`src/rtl/processor_pkg.sv`:
```
// Shared definitions for the 8-bit processor front end: loader state encoding
// and the instruction memory geometry the fetch, PC and loader stages agree on.
package processor_pkg;

  localparam int PKG_DATA_W = 8;
  localparam int PKG_ADDR_W = 8;
  localparam int DEPTH      = 2 ** PKG_ADDR_W;

  localparam logic [2:0] IDLE  = 3'd0;
  localparam logic [2:0] LOAD  = 3'd1;
  localparam logic [2:0] CHECK = 3'd2;
  localparam logic [2:0] RUN   = 3'd3;
  localparam logic [2:0] ERROR = 3'd4;

endpackage

```
`src/rtl/program_loader.sv`:
```
// Streams an instruction image into instruction memory over valid/ready, keeps
// the core halted until the image (and optional additive checksum) is accepted.
module program_loader
  import processor_pkg::*;
#(
  parameter int DATA_W      = PKG_DATA_W,
  parameter int ADDR_W      = PKG_ADDR_W,
  parameter bit CHECKSUM_EN = 1'b1
) (
  input  logic              clock,
  input  logic              reset,
  input  logic              load_start,
  input  logic              in_valid,
  input  logic [DATA_W-1:0] in_data,
  input  logic              in_last,
  output logic              in_ready,
  output logic              imem_we,
  output logic [ADDR_W-1:0] imem_addr,
  output logic [DATA_W-1:0] imem_wdata,
  output logic              cpu_run,
  output logic              load_done,
  output logic              load_error,
  output logic [ADDR_W:0]   word_count
);

  localparam logic [ADDR_W:0] COUNT_ONE = {{ADDR_W{1'b0}}, 1'b1};

  logic [2:0]        state;
  logic [2:0]        state_nx;
  logic [DATA_W-1:0] sum;
  logic              accept;
  logic              overflow;
  logic              vld_p1;
  logic [ADDR_W-1:0] addr_p1;
  logic [DATA_W-1:0] wdata_p1;

  function automatic logic [DATA_W-1:0] sum_add(input logic [DATA_W-1:0] a,
                                                input logic [DATA_W-1:0] b);
    return a + b;
  endfunction

  assign accept   = in_valid && in_ready;
  assign overflow = word_count[ADDR_W];

  always_ff @(posedge clock or posedge reset) begin
    if (reset) state <= IDLE;
    else       state <= state_nx;
  end

  always_comb begin
    state_nx = state;
    if (load_start) begin
      state_nx = LOAD;
    end else begin
      case (state)
        LOAD: begin
          if (accept) begin
            if (overflow)     state_nx = ERROR;
            else if (in_last) state_nx = CHECKSUM_EN ? CHECK : RUN;
          end
        end
        CHECK: begin
          // The checksum beat's in_last is deliberately ignored.
          if (accept) state_nx = (in_data == sum) ? RUN : ERROR;
        end
        default: state_nx = state;
      endcase
    end
  end

  // Run/done/error decode straight from state so an async reset drops cpu_run at once.
  always_comb begin
    in_ready   = ((state == LOAD) || (state == CHECK)) && !load_start;
    cpu_run    = (state == RUN);
    load_done  = (state == RUN);
    load_error = (state == ERROR);
  end

  // Stage p1: registered memory write, one cycle after the accepted beat.
  always_ff @(posedge clock or posedge reset) begin
    if (reset) begin
      vld_p1     <= 1'b0;
      addr_p1    <= '0;
      wdata_p1   <= '0;
      word_count <= '0;
      sum        <= '0;
    end else begin
      vld_p1 <= 1'b0;
      if (load_start) begin
        word_count <= '0;
        sum        <= '0;
      end else if (accept && (state == LOAD) && !overflow) begin
        vld_p1     <= 1'b1;
        addr_p1    <= word_count[ADDR_W-1:0];
        wdata_p1   <= in_data;
        word_count <= word_count + COUNT_ONE;
        sum        <= sum_add(sum, in_data);
      end
    end
  end

  assign imem_we    = vld_p1;
  assign imem_addr  = addr_p1;
  assign imem_wdata = wdata_p1;

endmodule

```
`config.mk`:
```
export PLATFORM = sky130hd
export DESIGN_NAME = program_loader
export DESIGN_NICKNAME = d
export VERILOG_FILES = /design/src/rtl/processor_pkg.sv /design/src/rtl/program_loader.sv
export SDC_FILE = /design/constraint.sdc
export NUM_CORES = 1
export LEC_CHECK = 0
export ABC_AREA = 1
export ABC_CLOCK_PERIOD_IN_PS = 3400
export BUFFER_PORTS_ARGS = -buffer_cell sky130_fd_sc_hd__buf_4
export CORE_MARGIN = 2
export CORE_UTILIZATION = 50
export DETAILED_ROUTE_END_ITERATION = 10
export PLACE_DENSITY = 0.76
export SLEW_MARGIN = 20
export SYNTH_ARGS = -nofsm -noshare
export SYNTH_HDL_FRONTEND = slang
export SYNTH_SLANG_ARGS = --single-unit
export TNS_END_PERCENT = 100
```
`constraint.sdc`:
```
create_clock -name clock -period 3.4 [get_ports clock]
set_input_delay 0.68 -clock clock [delete_from_list [all_inputs] [get_ports clock]]
set_output_delay 0.68 -clock clock [all_outputs]
set_load 0.03 [all_outputs]
```
==> results of run 1 <==
sequential cells by signal, indices dropped and copies added (netlist names):
name,count
imem_addr,8
imem_wdata,8
imem_we,1
state,3
sum,8
word_count,9
metrics by stage:
step	hold slack [ps]	worst slack (ps)	total power, uW	std cells
2_1_floorplan	446	1240	1170	264
3_3_place_gp	457	1080	1360	350
3_5_place_dp	469	1030	1390	350
4_1_cts	488	1320	1780	358
5_1_grt	519	1180	1900	358
6_report	481	1340	1770	358
placed cells by master, fill, tap and decap left out, types with 2 or more instances in the layout:
master / netlist / routed
nand4_1: 5 / 5
nor3_1: 4 / 4
o21ai_0: 5 / 5
buf_4: 3 / 43
nor2_1: 21 / 21
o21ai_2: 3 / 3
inv_2: 6 / 6
a21oi_2: 2 / 2
xor2_1: 2 / 2
dfrtp_1: 37 / 37
o21ai_1: 13 / 13
nand3b_1: 2 / 2
a21oi_1: 4 / 4
nand2_1: 92 / 92
inv_1: 25 / 25
nand4_2: 2 / 2
nand3_1: 17 / 17
ha_1: 8 / 8
clkbuf_8: 0 / 5
worst min path at each step:
stage / depth (start not counted) / from / slack (ps) / end
after global placement: 2 / sum[0] / 460 / sum[0]
after detailed placement: 2 / sum[0] / 470 / sum[0]
after CTS: 2 / sum[0] / 490 / sum[0]
after floorplan: 2 / sum[0] / 450 / sum[0]
after global routing: 2 / imem_addr[3] / 520 / imem_addr[3]
final: 2 / sum[0] / 480 / sum[0]
routing by layer:
layer / vias to the layer above / wire, microns
met1: 816 / 1950
met4: 0 / 70
met3: 7 / 235
li1: 928 / -
met2: 41 / 2170
met5: - / 0
worst reg2reg max path, cell delays in order, from the launching register on:
cell	delay, ps
dfrtp_1	430
inv_2	100
nand3_2	120
inv_2	130
nand4_4	420
inv_2	500
nand4_2	140
o21ai_2	90
cells by family after synthesis:
logic type | count (synthesis) | synth area share
flops | 37 | 0.449
fa+ha+maj | 9 | 0.0583
buf+inv | 38 | 0.0801
compound gates | 29 | 0.0825
xor+xnor | 3 | 0.0127
simple gates | 148 | 0.317
final cells by class:
| type | instances | area [sq um] |
|---|---|---|
| Inverter | 31 | 116 |
| Fill cell | 352 | 1460 |
| Multi-Input combinational cell | 189 | 971 |
| Clock buffer | 5 | 68.8 |
| Sequential cell | 37 | 926 |
| Timing Repair Buffer | 43 | 323 |
| Tap cell | 50 | 62.6 |
| Clock inverter | 3 | 46.3 |
power by group through the flow:
stage	combinational [uW]	sequential, uW	clock, uW
6_report	768	612	387
5_1_grt	858	628	415
4_1_cts	775	614	396
3_5_place_dp	766	622	0
3_3_place_gp	745	620	0
2_1_floorplan	443	731	0
==> results.sh, run 1 <==
export IMPL_drt_wl_total_microns=4430
export IMPL_use_met1=0.271
export IMPL_timing_rr_start="state[1]"
export IMPL_clk_pin_slew_worst_paths_ps=80
export IMPL_finalHoldViolCount=0
export IMPL_gp_congestion=0.853
export IMPL_finalSetupTns_ps=0
export IMPL_cts_hold_buf=0
export IMPL_r2r_end="word_count[7]"
export IMPL_power_density_nw_per_um2=703
export IMPL_clockBufferDepth=2
export IMPL_port_buffers=42
export IMPL_grt_total_usage=0.219
export IMPL_cp_top_family="buffers and inverters"
export IMPL_area_growth_pct=21.9
export IMPL_rows=23
export IMPL_finish_net_count=329
export IMPL_fin_util=0.633
export IMPL_postRouteAntennaNets=0
export IMPL_drtIter0Drc=96
export IMPL_coreArea_sq_um=3970
export IMPL_rsz0062_at_grt="false"
export IMPL_grt_util_met3=0.0510
export IMPL_clock_root_buffer="clkbuf_8"
export IMPL_ys_warn_count=0
export IMPL_grt_pass1_vias=1749
export IMPL_fin_crit_sh=0.605
export IMPL_yosysMostFrequentCell="nand2_1"
export IMPL_cap_violations=0
export IMPL_crit_chain="buf_4, inv_2, nand4_4, inv_2, nand4_2, o21ai_2"
export IMPL_synthCells=264
export IMPL_slowest_delay_ps=490
export IMPL_dp_hpwl_microns=3150
export IMPL_cp_depth=6
export IMPL_die_w_microns=68.2
export IMPL_crit_buf_inv=3
export IMPL_vias_per_cell=5.01
export IMPL_crit_required_ps=3620
export IMPL_pwr_share_clk=0.219
export IMPL_synth_edff_count=0
export IMPL_dieArea_sq_um=4650
export IMPL_layout_drive_gt1_share=0.224
export IMPL_post_cts_buffers=0
export IMPL_tightestPinTransition_ps=529
export IMPL_dr_pass1_iters=4
export IMPL_hp_class="flip-flop to flip-flop"
export IMPL_path_class="input pin to flip-flop"
export IMPL_peakVddDrop_v=0.000430
export IMPL_clock_sinks=37
export IMPL_post_cts_resized=0
export IMPL_clock_skew_ps=5.40
export IMPL_routedWlPerCell_microns=12.4
export IMPL_dieHeight_microns=68.2
export IMPL_p_switching_uw=736
export IMPL_critPathLaunchType="input pin"
export IMPL_worstSetupStartpoint="load_start"
export IMPL_synth_area_leaders="dfrtp_1 (45%), nand2_1 (17%), ha_1 (4.9%)"
export IMPL_top_usage_layer="met2"
export IMPL_p_seq_frac=0.346
export IMPL_worstSkewPairLatency_ps=290
export IMPL_grt_max_degree=38
export IMPL_syn_avg_cell_area_sq_um=7.81
export IMPL_grt_util_met2=0.370
export IMPL_antenna_found_initial=0
export IMPL_stdcell_area_sq_um=2510
export IMPL_r2r_cells=7
export IMPL_diodes=0
export IMPL_p_int_uw=1030
export IMPL_dpl_instance_area_sq_um=2400
export IMPL_pwr_share_comb=0.435
export IMPL_slew_headroom=0.646
export IMPL_synth_top_area_share=0.449
export IMPL_status="finished, final reports clean"
export IMPL_r2r_slack_ps=1400
export IMPL_crit_slowest_cell="nand4_4"
export IMPL_drc=0
export IMPL_cts_buffers_inserted=5
export IMPL_netlist_top_cells_count="nand2_1 (92), dfrtp_1 (37), inv_1 (25)"
export IMPL_htree_levels=2
export IMPL_endpoint_kind="flip-flop"
export IMPL_slew_violations=0
export IMPL_worst_path_max_fanout=34
export IMPL_ys_ff_latch=37
export IMPL_crit_end="word_count[7]"
export IMPL_mappedNetlistArea_sq_um=2060
export IMPL_yosysTopAreaCell="dfrtp_1"
export IMPL_arrival_ps=2280
export IMPL_yosysSeqAreaShare=0.449
export IMPL_min_period_ps=2060
export IMPL_p_leak_uw=0.00135
export IMPL_start_util=0.519
export IMPL_synth_ff_type="dfrtp_1"
export IMPL_swShare=0.416
export IMPL_fmax_mhz=486
export IMPL_vias=1792
export IMPL_async_reset_ff_frac=1.00
export IMPL_grt_pass1_wl_microns=7510
export IMPL_gr_total_overflow=0
export IMPL_setup_viol=0
export IMPL_crit_top_cell="inv_2"
export IMPL_ys_types=29
export IMPL_ios=43
export IMPL_cts_tree="built"
export IMPL_synth_fp_nets=286
(Power assumes the default switching activity.)
==> inputs of run 2 (changes only) <==
- ABC_CLOCK_PERIOD_IN_PS: 3400 -> 1800
- CORE_UTILIZATION: 50 -> 49
- PLACE_DENSITY: 0.76 -> 0.78
- clock period: 3.4 -> 1.8 ns (I/O delays scaled with it)
==> results.sh, run 2 (synthesis gave the netlist of run 1 again) <==
export IMPL_status="finished, final reports clean"
export IMPL_p_seq_frac=0.345
export IMPL_ios=43
export IMPL_dpl_instance_area_sq_um=2450
export IMPL_cts_tree="built"
export IMPL_grt_max_degree=38
export IMPL_fmax_mhz=605
export IMPL_grt_pass1_vias=1691
export IMPL_area_growth_pct=24.9
export IMPL_drt_wl_total_microns=4430
export IMPL_cap_violations=0
export IMPL_start_util=0.512
export IMPL_gp_congestion=0.909
export IMPL_finalSetupTns_ps=0
export IMPL_setup_viol=0
export IMPL_holdWs_ps=166
export IMPL_p_switching_uw=1380
export IMPL_path_class="flip-flop to output port"
export IMPL_routedWlPerCell_microns=12.2
export IMPL_fin_crit_sh=0.918
export IMPL_ff_latch_area_sq_um=926
export IMPL_min_period_ps=1650
export IMPL_finalHoldViolCount=0
export IMPL_pwr_share_clk=0.212
export IMPL_hp_class="input pin to async pin"
export IMPL_vias=1816
export IMPL_peakVddDrop_v=0.000639
export IMPL_final_common_cell="nand2_1"
export IMPL_dp_hpwl_microns=3250
export IMPL_p_int_uw=1990
export IMPL_total_power_uw=3370
export IMPL_worstSkewPairLatency_ps=290
export IMPL_final_cell_mix="nand2_1 (91), buf_4 (47), dfrtp_1 (37), inv_1 (25), nor2_1 (20)"
export IMPL_crit_required_ps=1440
export IMPL_gr_total_overflow=0
export IMPL_dr_pass1_iters=4
export IMPL_tightestPinTransition_ps=469
export IMPL_arrival_ps=1290
export IMPL_post_cts_buffers=0
export IMPL_port_buffers=42
export IMPL_drc=0
export IMPL_rsz0062_at_grt="false"
export IMPL_layout_drive_gt1_share=0.243
export IMPL_dieArea_sq_um=4740
export IMPL_coreArea_sq_um=4030
export IMPL_vias_per_cell=5.00
export IMPL_clock_sinks=37
export IMPL_largest_register_ffs=9
export IMPL_worst_path_max_fanout=5
export IMPL_clk_pin_slew_worst_paths_ps=80
export IMPL_r2r_cells=8
export IMPL_clock_root_buffer="clkbuf_8"
export IMPL_stdcell_area_sq_um=2570
export IMPL_clock_skew_ps=10.3
export IMPL_clockBufferDepth=2
export IMPL_pwr_share_comb=0.443
export IMPL_regMostFlops="word_count"
export IMPL_diodes=0
export IMPL_placed_cells=355
export IMPL_cts_buffers_inserted=5
export IMPL_worstSetupStartpoint="state[2]"
export IMPL_antenna_found_initial=0
export IMPL_critPathLaunchType="flip-flop"
export IMPL_final_cells=363
export IMPL_die_w_microns=68.9
export IMPL_grt_pass1_wl_microns=7140
export IMPL_power_density_nw_per_um2=1310
export IMPL_htree_levels=2
export IMPL_multi_input_area_sq_um=986
export IMPL_grt_total_usage=0.207
export IMPL_slew_headroom=0.688
export IMPL_dieHeight_microns=68.9
export IMPL_rows=23
export IMPL_finish_net_count=334
export IMPL_slew_violations=0
export IMPL_p_leak_uw=0.00138
export IMPL_n_fill_cell=377
export IMPL_swShare=0.409
export IMPL_drtIter0Drc=87
export IMPL_timing_rr_start="state[1]"
export IMPL_endpoint_kind="output port"
export IMPL_postRouteAntennaNets=0
[run 2: repair_timing]
| action | CTS | global route |
|---|---|---|
| setup endpoints to repair | 0 | 1 |
| endpoints found under the hold margin | 0 | 0 |
| hold buffers | 0 | 0 |
| gates resized for setup | 0 | 3 |
[run 2: area by class of cell]
cell class,instances,area share
multi-input combinational,189,0.383
sequential,37,0.360
timing repair buffer,48,0.145
inverter,31,0.0452
clock buffer,6,0.0282
tap,50,0.0243
clock inverter,2,0.0151
[run 2: metrics by stage]
step,util,setup slack (ps)
floorplan,-,261
global placement,0.609,208
detailed placement,0.609,169
CTS,0.637,44.8
global route,0.639,12.2
finish,0.639,147
[run 2: worst paths after layout]
| path | end | slack (ps) |
|---|---|---|
| worst max register to register | word_count[6] | 160 |
| max in group asynchronous | word_count[8] | 1290 |
| worst min register to register | sum[0] | 480 |
| min in group clock | imem_wdata[0] | 270 |
| worst max-delay path | in_ready | 150 |
| worst min-delay path | imem_wdata[2] | 170 |
[run 2: critical path, stage by stage, from the launching register on]
cell and delay, ps:
dfrtp_1 450, nor2_4 150, nand2_2 90, a21oi_1 150
buf_4 170
[run 2: power by group through the flow]
stage	registers [uW]	logic [uW]	clock network [uW]
2_1_floorplan	1380	841	0
3_3_place_gp	1170	1460	0
3_5_place_dp	1170	1490	0
4_1_cts	1160	1500	748
5_1_grt	1190	1670	780
6_report	1160	1490	717
[run 2: layer usage]
metal  track usage  vias to the layer above  share of wire
met2         0.345                       35           0.50
met3        0.0552                        6          0.040
li1              -                      937              -
met5             0                        -              0
met4        0.0956                        0          0.010
met1         0.249                      838           0.45
==> inputs of run 3 (changes only) <==
- CORE_UTILIZATION: 49 -> 45
- PLACE_DENSITY: 0.78 -> 0.7
==> results.sh, run 3 (synthesis gave the netlist of run 1 again) <==
export IMPL_area_growth_pct=23.8
export IMPL_grt_pass1_vias=1718
export IMPL_power_density_nw_per_um2=1270
export IMPL_dieArea_sq_um=5140
export IMPL_diodes=0
export IMPL_cap_violations=0
export IMPL_vias_per_cell=4.96
export IMPL_routedWlPerCell_microns=11.9
export IMPL_n_fill_cell=421
export IMPL_crit_chain="nor2_2, nand2_2, a21oi_1, buf_4"
export IMPL_timing_rr_start="state[1]"
export IMPL_grt_pass1_wl_microns=7650
export IMPL_clk_pin_slew_worst_paths_ps=80
export IMPL_slowest_delay_ps=430
export IMPL_total_power_uw=3250
export IMPL_ios=43
export IMPL_post_cts_buffers=0
export IMPL_critPathLaunchType="flip-flop"
export IMPL_final_common_cell="nand2_1"
export IMPL_largest_register_ffs=9
export IMPL_antenna_found_initial=0
export IMPL_worst_path_max_fanout=5
export IMPL_dr_pass1_iters=4
export IMPL_htree_levels=2
export IMPL_endpoint_kind="output port"
export IMPL_cts_buffers_inserted=5
export IMPL_slew_violations=0
export IMPL_drc=0
export IMPL_setup_viol=0
export IMPL_fmax_mhz=585
export IMPL_r2r_slack_ps=220
export IMPL_vias=1816
export IMPL_die_w_microns=71.7
export IMPL_final_cell_mix="nand2_1 (91), buf_4 (49), dfrtp_1 (37), inv_1 (25), nor2_1 (20)"
export IMPL_cts_tree="built"
export IMPL_start_util=0.470
export IMPL_layout_drive_gt1_share=0.248
export IMPL_gp_congestion=0.862
export IMPL_finish_net_count=335
export IMPL_clock_sinks=37
export IMPL_rsz0062_at_grt="false"
export IMPL_dp_hpwl_microns=3120
export IMPL_fin_crit_sh=0.949
export IMPL_coreArea_sq_um=4380
export IMPL_multi_input_area_sq_um=981
export IMPL_hp_class="input pin to async pin"
export IMPL_gr_total_overflow=0
export IMPL_min_period_ps=1710
export IMPL_drtIter0Drc=134
export IMPL_drt_wl_total_microns=4340
export IMPL_ff_latch_area_sq_um=926
export IMPL_slew_headroom=0.687
export IMPL_rows=24
export IMPL_finalSetupTns_ps=0
export IMPL_worstSkewPairLatency_ps=300
export IMPL_clock_skew_ps=9.41
export IMPL_clock_root_buffer="clkbuf_8"
export IMPL_port_buffers=42
export IMPL_path_class="flip-flop to output port"
export IMPL_r2r_cells=8
export IMPL_regMostFlops="word_count"
export IMPL_grt_max_degree=38
export IMPL_finalHoldViolCount=0
export IMPL_clockBufferDepth=2
export IMPL_postRouteAntennaNets=0
export IMPL_r2r_end="sum[3]"
export IMPL_grt_total_usage=0.189
export IMPL_status="finished, final reports clean"
export IMPL_arrival_ps=1350
export IMPL_tightestPinTransition_ps=470
export IMPL_p_leak_uw=0.00138
export IMPL_crit_required_ps=1440
export IMPL_dieHeight_microns=71.7
export IMPL_crit_slowest_cell="dfrtp_1"
export IMPL_peakVddDrop_v=0.000497
[run 3: repair_timing]
item,in CTS,in global routing
hold endpoints to repair,0,0
hold buffers,0,0
resized for setup,0,2
endpoints found under the setup margin,0,1
[run 3: worst max-delay path: cells and delay by family, from the launching register on]
kind / cells / cell delay (ps)
AO/OA/AOI/OAI: 1 / 170
buffers and inverters: 1 / 180
flip-flops: 1 / 430
AND/OR/NAND/NOR: 2 / 270
[run 3: per-stage QoR]
| step | std cells | instance area [sq um] | hold slack (ps) | worst slack (ps) | util |
|---|---|---|---|---|---|
| finish | 366 | 2550 | 168 | 91.9 | 0.582 |
| global route | 366 | 2550 | 201 | 28.6 | 0.582 |
| CTS | 366 | 2550 | 176 | 51.4 | 0.581 |
| detailed placement | 358 | 2450 | 466 | 184 | 0.559 |
| global placement | 358 | 2450 | 462 | 211 | 0.559 |
| floorplan | 264 | 2070 | 446 | 261 | - |
[run 3: final cells by class]
cell class,count,area share
Multi-Input combinational cell,189,0.384
Sequential cell,37,0.363
Timing Repair Buffer,49,0.144
Inverter,31,0.0456
Clock buffer,6,0.0324
Tap cell,52,0.0255
Clock inverter,2,0.00539
[run 3: worst max-delay path by stage]
stage	startpoint	endpoint	slack, ps	depth (start not counted)
global route	state[0]	in_ready	30	4
detailed placement	in_data[0]	sum[4]	180	7
finish	state[2]	in_ready	90	4
CTS	state[2]	in_ready	50	4
floorplan	state[0]	load_done	260	3
global placement	in_data[0]	sum[4]	210	7
[run 3: power breakdown]
group,internal (uW),total (uW),leakage (uW),switching [uW]
Sequential,1030,1160,0.000493,132
Combinational,542,1470,0.000834,930
Clock,310,624,0.0000512,314
[run 3: per-layer routing]
layer	GRT usage	part of all wire	vias up
met2	0.308	0.45	37
met1	0.248	0.49	829
met5	0	0	-
met3	0.0520	0.053	5
met4	0.0503	0.0094	0
li1	-	-	945
